`config.mk`:
```
export PLATFORM = sky130hd
export DESIGN_NAME = icache_fill_controller
export DESIGN_NICKNAME = d
export VERILOG_FILES = /design/src/rtl/icache_pkg.sv /design/src/rtl/icache_fill_controller_fill_counter.sv /design/src/rtl/icache_fill_controller.sv
export SDC_FILE = /design/constraint.sdc
export NUM_CORES = 1
export LEC_CHECK = 0
export ABC_CLOCK_PERIOD_IN_PS = 2040
export CAP_MARGIN = 0
export CORE_MARGIN = 8
export CORE_UTILIZATION = 42
export DETAILED_ROUTE_END_ITERATION = 10
export GPL_TIMING_DRIVEN = 1
export HOLD_SLACK_MARGIN = 0.1
export PLACE_DENSITY = 0.71
export SLEW_MARGIN = 10
export SYNTH_ARGS = -nofsm -noshare
export SYNTH_HDL_FRONTEND = slang
export SYNTH_HIERARCHICAL = 1
export SYNTH_SLANG_ARGS = --single-unit
export TNS_END_PERCENT = 5
```
`constraint.sdc`:
```
create_clock -name clk -period 2.04 [get_ports clk]
set_clock_uncertainty 0.05 [all_clocks]
set_input_delay 0.51 -clock clk [delete_from_list [all_inputs] [get_ports clk]]
set_output_delay 0.51 -clock clk [all_outputs]
set_load 0.03 [all_outputs]
```
`src/rtl/icache_pkg.sv`:
```
// Shared types and default geometry for the single-line instruction cache fill path.
// Geometry defaults here are what the top and the counter use unless overridden.
package icache_pkg;

  localparam int ADDR_W_DEF      = 8;
  localparam int OFFSET_W_DEF    = 5;
  localparam int LINE_WORDS_DEF  = 1 << OFFSET_W_DEF;
  localparam int TAG_W_DEF       = ADDR_W_DEF - OFFSET_W_DEF;
  localparam int ROM_LATENCY_DEF = 2;

  typedef enum logic [1:0] {
    IDLE   = 2'd0,
    FILL   = 2'd1,
    RESUME = 2'd2
  } state_t;

  // Width of a counter that must reach lat-1; never narrower than one bit.
  function automatic int lat_width(input int lat);
    return (lat <= 2) ? 1 : $clog2(lat);
  endfunction

endpackage

```
`src/rtl/icache_fill_controller_fill_counter.sv`:
```
// Latency/word counter pair for one line fill. wr_strobe is a register that is high
// exactly on the cycles where the latency counter sits at ROM_LATENCY-1.
module fill_counter
  import icache_pkg::*;
#(
  parameter int OFFSET_W    = OFFSET_W_DEF,
  parameter int ROM_LATENCY = ROM_LATENCY_DEF
) (
  input  logic                clk,
  input  logic                reset,
  input  logic                start,
  input  logic                advance,
  output logic [OFFSET_W-1:0] word_ctr,
  output logic                wr_strobe,
  output logic                last_word
);

  localparam int LAT_W = lat_width(ROM_LATENCY);
  localparam logic [LAT_W-1:0] LAT_LAST = LAT_W'(ROM_LATENCY - 1);

  logic [LAT_W-1:0]    lat_ctr;
  logic [LAT_W-1:0]    lat_nxt;
  logic [OFFSET_W-1:0] word_nxt;
  logic                strobe_nxt;
  logic                done;

  assign last_word = &word_ctr;

  // The strobe is computed one cycle ahead so cache_wren leaves a flop yet lines
  // up with the cycle on which the latency counter reaches its last value.
  always_comb begin
    lat_nxt    = '0;
    word_nxt   = '0;
    strobe_nxt = 1'b0;
    done       = wr_strobe & last_word;
    if (start) begin
      strobe_nxt = (LAT_LAST == '0);
    end else if (advance && !done) begin
      if (wr_strobe) begin
        lat_nxt  = '0;
        word_nxt = word_ctr + 1'b1;
      end else begin
        lat_nxt  = lat_ctr + 1'b1;
        word_nxt = word_ctr;
      end
      strobe_nxt = (lat_nxt == LAT_LAST);
    end
  end

  always_ff @(posedge clk or negedge reset) begin
    if (!reset) begin
      lat_ctr   <= '0;
      word_ctr  <= '0;
      wr_strobe <= 1'b0;
    end else begin
      lat_ctr   <= lat_nxt;
      word_ctr  <= word_nxt;
      wr_strobe <= strobe_nxt;
    end
  end

endmodule

```
`src/rtl/icache_fill_controller.sv`:
```
// Hit/miss check and line-fill sequencer for a single-line instruction cache.
// Valid/ready is not used: a miss raises hold_out and the core waits until it drops.
module icache_fill_controller
  import icache_pkg::*;
#(
  parameter int ADDR_W      = ADDR_W_DEF,
  parameter int OFFSET_W    = OFFSET_W_DEF,
  parameter int ROM_LATENCY = ROM_LATENCY_DEF
) (
  input  logic                       clk,
  input  logic                       reset,
  input  logic [ADDR_W-1:0]          pm_addr_req,
  input  logic                       fetch_valid,
  input  logic                       flush,
  output logic [ADDR_W-1:0]          rom_address,
  output logic [OFFSET_W-1:0]        cache_wroffset,
  output logic                       cache_wren,
  output logic [OFFSET_W-1:0]        cache_rdoffset,
  output logic                       hold_out,
  output logic                       hit,
  output logic                       line_valid,
  output logic [ADDR_W-OFFSET_W-1:0] line_tag,
  output logic [7:0]                 miss_count,
  output logic [1:0]                 fsm_state
);

  localparam int TAG_W = ADDR_W - OFFSET_W;

  state_t              state;
  logic [TAG_W-1:0]    req_tag;
  logic [TAG_W-1:0]    fetch_tag;
  logic                flush_pend;
  logic                miss;
  logic [OFFSET_W-1:0] word_ctr;
  logic [OFFSET_W-1:0] word_inc;
  logic                wr_strobe;
  logic                last_word;

  assign fetch_tag      = pm_addr_req[ADDR_W-1:OFFSET_W];
  assign cache_rdoffset = pm_addr_req[OFFSET_W-1:0];
  assign hit            = (state == IDLE) & fetch_valid & line_valid & (fetch_tag == line_tag);
  assign miss           = (state == IDLE) & fetch_valid & ~hit;
  assign hold_out       = (state != IDLE) | miss;
  assign word_inc       = word_ctr + 1'b1;
  assign cache_wren     = wr_strobe;
  assign cache_wroffset = word_ctr;
  assign fsm_state      = state;

  fill_counter #(
    .OFFSET_W   (OFFSET_W),
    .ROM_LATENCY(ROM_LATENCY)
  ) u_fill_counter (
    .clk      (clk),
    .reset    (reset),
    .start    (miss),
    .advance  (state == FILL),
    .word_ctr (word_ctr),
    .wr_strobe(wr_strobe),
    .last_word(last_word)
  );

  always_ff @(posedge clk or negedge reset) begin
    if (!reset) begin
      state       <= IDLE;
      req_tag     <= '0;
      line_valid  <= 1'b0;
      line_tag    <= '0;
      miss_count  <= '0;
      flush_pend  <= 1'b0;
      rom_address <= '0;
    end else begin
      case (state)
        IDLE: begin
          rom_address <= {fetch_tag, {OFFSET_W{1'b0}}};
          if (flush) line_valid <= 1'b0;
          if (miss) begin
            req_tag <= fetch_tag;
            if (miss_count != 8'hFF) miss_count <= miss_count + 8'd1;
            state <= FILL;
          end
        end
        FILL: begin
          if (flush) flush_pend <= 1'b1;
          // Advance the ROM address right after each word is written.
          if (wr_strobe) begin
            rom_address <= {req_tag, word_inc};
            if (last_word) state <= RESUME;
          end
        end
        RESUME: begin
          line_tag    <= req_tag;
          line_valid  <= ~(flush_pend | flush);
          flush_pend  <= 1'b0;
          rom_address <= {fetch_tag, {OFFSET_W{1'b0}}};
          state       <= IDLE;
        end
        default: state <= IDLE;
      endcase
    end
  end

endmodule

```
## After elaboration in Yosys (flattened, before gate mapping)

Index checks and enable logic that the tools add are counted.

- Flip-flop bits (word level): 32
- Input bits: 12

- $add $sub $neg: 3
- Equal/unequal tests: 10
- Mux-type cells: 16
- Bitwise logic cells: 9
- Reduce and logical (&&, ||, !) cells: 15

Operator list:

| operator | number |
|---|---|
| $pmux W8 S2 | 1 |
| $mux W5 | 3 |
| $ne A2 B2 Y1 const B | 5 |
| $add A8 B1 Y8 const B | 1 |
| $mux W8 | 1 |
| $ne A8 B8 Y1 const B | 1 |
| $reduce_and A2 Y1 | 4 |
| $reduce_bool A2 Y1 | 4 |
| $mux W2 | 3 |
| $reduce_and A3 Y1 | 2 |
| $add A5 B1 Y5 const B | 1 |
| $and A1 B1 Y1 | 5 |
| $mux W1 | 5 |
| $reduce_and A5 Y1 | 1 |
| $pmux W1 S2 | 2 |
| $pmux W2 S2 | 1 |
| $eq A3 B3 Y1 | 1 |
| $ne A3 B2 Y1 const B | 1 |
| $eq A2 B1 Y1 const B | 1 |
| $eq A2 B2 Y1 const B | 1 |
| $logic_not A2 Y1 | 1 |
| $not A1 Y1 | 2 |
| $or A1 B1 Y1 | 2 |
| $reduce_or A2 Y1 | 1 |
| 3 further kinds | 3 |

## Logic depth before layout (Yosys ltp)

- Depth in word-level cells: 8
- Depth in mapped cells: 7
- Depth with buffers taken out: 6

## Hierarchy

Netlist, hierarchy kept.

Modules (own cells, without submodules):

| module | instances | cells an instance | area each (µm²) |
|---|---|---|---|
| icache_fill_controller | 1 | 129 | 1,330.0 |
| fill_counter | 1 | 30 | 299.0 |

## Worst setup path after synthesis

Ideal clock, no wire load.

- Path kind: register -> output
- Start: register state[0] (netlist: fsm_state[0])
- End: output port hold_out
- Arrival time: 1.751 ns
- Data required time: 1.480 ns
- Path slack: -0.271 ns
- Cell stages (with the launch flop): 7
- Path through: dfrtp_1 > buf_6 > or3b_4 > a41o_4 > clkinv_2 > buf_6 > or3_1

- Cells in the longest elaborated chain, start to end: 7
- Elaborated cells on any way between the ends: 8
- Classes of those cells: 6 x bitwise; 2 x reduce/logical

Ends and longest elaborated chain:

| what | RTL line | source |
|---|---|---|
| from (decl) | icache_fill_controller.sv:29 | `state_t state;` |
| from (signal assigned) | icache_fill_controller.sv:64 | `state <= IDLE;` |
| from (signal assigned) | icache_fill_controller.sv:79 | `state <= FILL;` |
| from (signal assigned) | icache_fill_controller.sv:87 | `if (last_word) state <= RESUME;` |
| $logic_not A2 Y1 (*) | icache_fill_controller.sv:41, icache_fill_controller.sv:42 |  |
| $and A1 B1 Y1 (*) | icache_fill_controller.sv:41, icache_fill_controller.sv:42 |  |
| $and A1 B1 Y1 (2 in series) | icache_fill_controller.sv:41 | `assign hit = (state == IDLE) & fetch_valid & line_valid & (fetch_tag == line_tag);` |
| $not A1 Y1 | icache_fill_controller.sv:42 | `assign miss = (state == IDLE) & fetch_valid & ~hit;` |
| $and A1 B1 Y1 (*) | icache_fill_controller.sv:42 |  |
| via miss | icache_fill_controller.sv:33 | `logic miss;` |
| $or A1 B1 Y1 (*) | icache_fill_controller.sv:43 | `assign hold_out = (state != IDLE) \| miss;` |
| to (decl) | icache_fill_controller.sv:19 | `output logic hold_out,` |

The timed path passes the listed nets; every way through them passes the cells marked *.

## Worst setup path in the final report

- Start: register line_tag[1]
- End: output port hold_out

- Cells in the longest elaborated chain, start to end: 5

Ends and longest elaborated chain:

| what | RTL line | source |
|---|---|---|
| from (decl) | icache_fill_controller.sv:22 | `output logic [ADDR_W-OFFSET_W-1:0] line_tag,` |
| from (signal assigned) | icache_fill_controller.sv:91 | `line_tag <= req_tag;` |
| $eq A3 B3 Y1 | icache_fill_controller.sv:41 |  |
| $and A1 B1 Y1 | icache_fill_controller.sv:41 |  |
| $not A1 Y1 | icache_fill_controller.sv:42 |  |
| $and A1 B1 Y1 | icache_fill_controller.sv:42 |  |
| $or A1 B1 Y1 | icache_fill_controller.sv:43 |  |

No other way between the ends.

==> flow_summary.json <==
{
  "die_w_um": 78.28,
  "seqCellArea_um2": 805.8,
  "clkSlewWorstSetupHoldPaths_ns": 0.07,
  "cts_buffers": 5,
  "clock_sinks": 32,
  "hold_violations": 0,
  "power.total_mw": 1.173,
  "cp-start-kind": "register",
  "grt_pass1_wl_mm": 6.706,
  "p_int_mw": 0.9112,
  "cts-root-buf": "clkbuf_8",
  "synth_cell_types": 38,
  "combinationalPowerShare_pct": 5.7,
  "dieHeight_um": 78.28,
  "r2r_slack_ns": 0.16,
  "core.rowCount": 22,
  "drc": 0,
  "wl_mm": 3.926,
  "worst_slack_ns": -0.2000,
  "setup_viol": 1,
  "dp_hpwl_mm": 2.923,
  "status": "finished with violations",
  "avgSynthCellArea_um2": 10.25,
  "fin_tns_setup_ns": -0.2000,
  "overflow": 0,
  "rr_startpoint": "fsm_state[0]",
  "postRouteAntennaNets": 0,
  "antenna_found_initial": 0,
  "nFillCells": 349,
  "path_max_fanout": 2,
  "multi_input_area_um2": 779.5,
  "rsz0062_at_grt": "true",
  "violations": "setup timing",
  "drt-vias-per-instance": 5.103,
  "fmax_mhz": 446.4,
  "start_util_pct": 44.17,
  "grt_start_max_net_pins": 33,
  "yosysSeqAreaShare_pct": 49.16,
  "insertion_delay_ns": 0.28,
  "dp.cells": 251,
  "grt_pass1_vias": 1364,
  "finalCritPeriodShare_pct": 109.8,
  "wl_per_cell_um": 15.04,
  "leakagePower_nw": 1.156,
  "seqPwrFrac_pct": 55.4,
  "holdCritPathClass": "reg -> reg",
  "io_buffers": 36,
  "critPathKind": "reg -> out",
  "slew_headroom_pct": 61.16,
  "crit_required_ns": 1.48,
  "num-nets-final": 228,
  "die-area_um2": 6128,
  "period_needed_ns": 2.240,
  "crit_start": "line_tag[1]",
  "maxCapViolCount": 0,
  "yosysWarnings": 6,
  "p_sw_mw": 0.2614,
  "drtIter0Drc": 109,
  "htreeDepth": 2,
  "worst_pin_slew_ns": 0.5814,
  "n_antenna_cell": 0,
  "synth_fp_nets": 175,
  "grt_usage_pct": 13.47,
  "postCtsHoldBufs": 0,
  "syn_area_um2": 1629,
  "top_level_ports": 47,
  "layout-drive-gt1-share_pct": 23.47,
  "ir_drop_mv": 0.3796,
  "cp.arrival_ns": 1.68,
  "power_density_nw_per_um2": 522.1,
  "place.gp.congestion": 0.8153,
  "core_area_um2": 3689,
  "switching_share_pct": 22.29,
  "hold_ws_ns": 0.4644,
  "ff2ff_path_depth": 6,
  "ys_ff_latch": 32,
  "clock_power_share_pct": 38.9,
  "timing.rr.end": "miss_count[6]",
  "clockBufferDepth": 2,
  "cts_tree": "done",
  "instances_no_fill": 261,
  "num_vias": 1332,
  "report.final.slew_viol_count": 0,
  "crit_path_end_kind": "output pin",
  "firstDrtPassIters": 4,
  "crit_end": "hold_out",
  "area_growth_pct": 37.86,
  "synthCells": 159
}
-- worst min path at each step --
stage	from	end	slack [ns]	cells past startpoint
finish	miss_count[5]	miss_count[5]	0.46	1
global route	rom_address[4]	rom_address[4]	0.50	1
CTS	miss_count[5]	miss_count[5]	0.47	1
detailed placement	miss_count[5]	miss_count[5]	0.45	1
global placement	flush_pend	flush_pend	0.45	2
floorplan	reset	flush_pend	0.16	0
-- critical path, stage by stage (launching register included) --
cell and delay [ns]:
dfrtp_2 0.43, xnor2_2 0.17, a41o_4 0.24, clkinv_4 0.05, or3_4 0.35, buf_6 0.14
-- state kept, by name (all words and copies together) (netlist names) --
signal and cells:
rom_address 8, u_fill_counter/word_ctr 5, u_fill_counter/lat_ctr 1, req_tag 3, line_tag 3, line_valid 1, miss_count 8, fsm_state 2
flush_pend 1
-- cell families after synthesis --
group                    synth area share [%]
AND/OR/NAND/NOR                         23.27
flip-flops                              49.16
AO/OA/AOI/OAI                           10.75
buffers and inverters                   4.685
XOR/XNOR                                5.376
multiplexers                            3.686
adder cells (fa/ha/maj)                 3.072
-- placed cells by master (no fill, tap or decap), types with 2 or more instances in the layout --
cell type and instances:
xnor2_1 3, clkbuf_8 5, mux2_2 4, nor2b_1 4, dlymetal6s2s_1 9, nand4_1 2
o211a_1 3, dlygate4sd2_1 2, nand2_1 30, and3_1 4, dfrtp_1 28, clkdlybuf4s50_1 20
nand2b_1 3, xor2_1 4, o21ai_0 4, buf_4 20, buf_2 3, ha_1 4
dfrtp_2 4, nand3b_1 2, a21oi_1 8, a31oi_1 5, xnor2_2 3, clkbuf_1 2
nor2_1 11, nand3_1 6
-- power by group through the flow --
stage	clock, mW	sequential, mW	combinational, mW
2_1_floorplan	0	0.670	0.0306
3_3_place_gp	0	0.661	0.0680
3_5_place_dp	0	0.661	0.0688
4_1_cts	0.477	0.650	0.0686
5_1_grt	0.503	0.651	0.0736
6_report	0.456	0.650	0.0671
-- stage by stage --
stage / util [%] / setup slack [ns] / cell area [um2]
floorplan: - / -0.1196 / 1665
global placement: 58.11 / -0.9245 / 2143
detailed placement: 58.11 / -0.9662 / 2143
CTS: 60.28 / -0.2158 / 2223
global route: 60.89 / -0.2740 / 2246
finish: 60.89 / -0.2000 / 2246
-- Yosys cell counts, drive strengths merged --
| library cell | n | share of area, % |
|---|---|---|
| o21bai | 1 | 0.46 |
| xor2 | 4 | 2.2 |
| nor3b | 1 | 0.46 |
| buf | 7 | 3.7 |
| nand2b | 3 | 1.2 |
| mux2 | 5 | 3.7 |
| nor3 | 1 | 0.31 |
| or4 | 1 | 0.46 |
| nand4 | 3 | 1.5 |
| and3 | 4 | 1.5 |
| clkbuf | 2 | 0.46 |
| a41o | 1 | 1.3 |
| clkinv | 1 | 0.31 |
| nor2 | 11 | 2.5 |
| or3 | 1 | 0.38 |
| a21oi | 8 | 2.5 |
| or3b | 1 | 0.69 |
| a31oi | 5 | 1.9 |
| nor2b | 4 | 1.5 |
| nand3 | 6 | 1.8 |
| nor4 | 1 | 1.3 |
| and4bb | 1 | 0.77 |
| ha | 4 | 3.1 |
| a22o | 1 | 0.54 |
| inv | 1 | 0.23 |
| and2 | 1 | 0.38 |
| nand2 | 30 | 6.9 |
| o211a | 3 | 1.8 |
| a21boi | 1 | 0.46 |
| and4 | 1 | 0.54 |
| dfrtp | 32 | 49 |
| nand3b | 2 | 0.92 |
| xnor2 | 6 | 3.2 |
| o21ai | 5 | 1.8 |
-- layer usage --
metal  part of all wire [%]  track usage (%)  vias up
met5                      0                0        -
met4                    1.3            4.444        0
met3                    8.0            6.606        6
met2                     48            21.04       40
met1                     43            15.78      632
li1                       -                -      654
-- what timing repair did --
item                       CTS  global route
resized for setup           21             9
setup endpoints to repair   14            12
setup buffers                2             0
pin swaps                    4             0
-- cell type report --
| type | count | share of cell area, % |
|---|---|---|
| Sequential cell | 32 | 35.88 |
| Inverter | 2 | 0.5571 |
| Clock buffer | 7 | 3.398 |
| Tap cell | 48 | 2.674 |
| Clock inverter | 1 | 0.2228 |
| Multi-Input combinational cell | 116 | 34.71 |
| Timing Repair Buffer | 55 | 22.56 |
No activity file was read; power rests on OpenSTA's default activity.
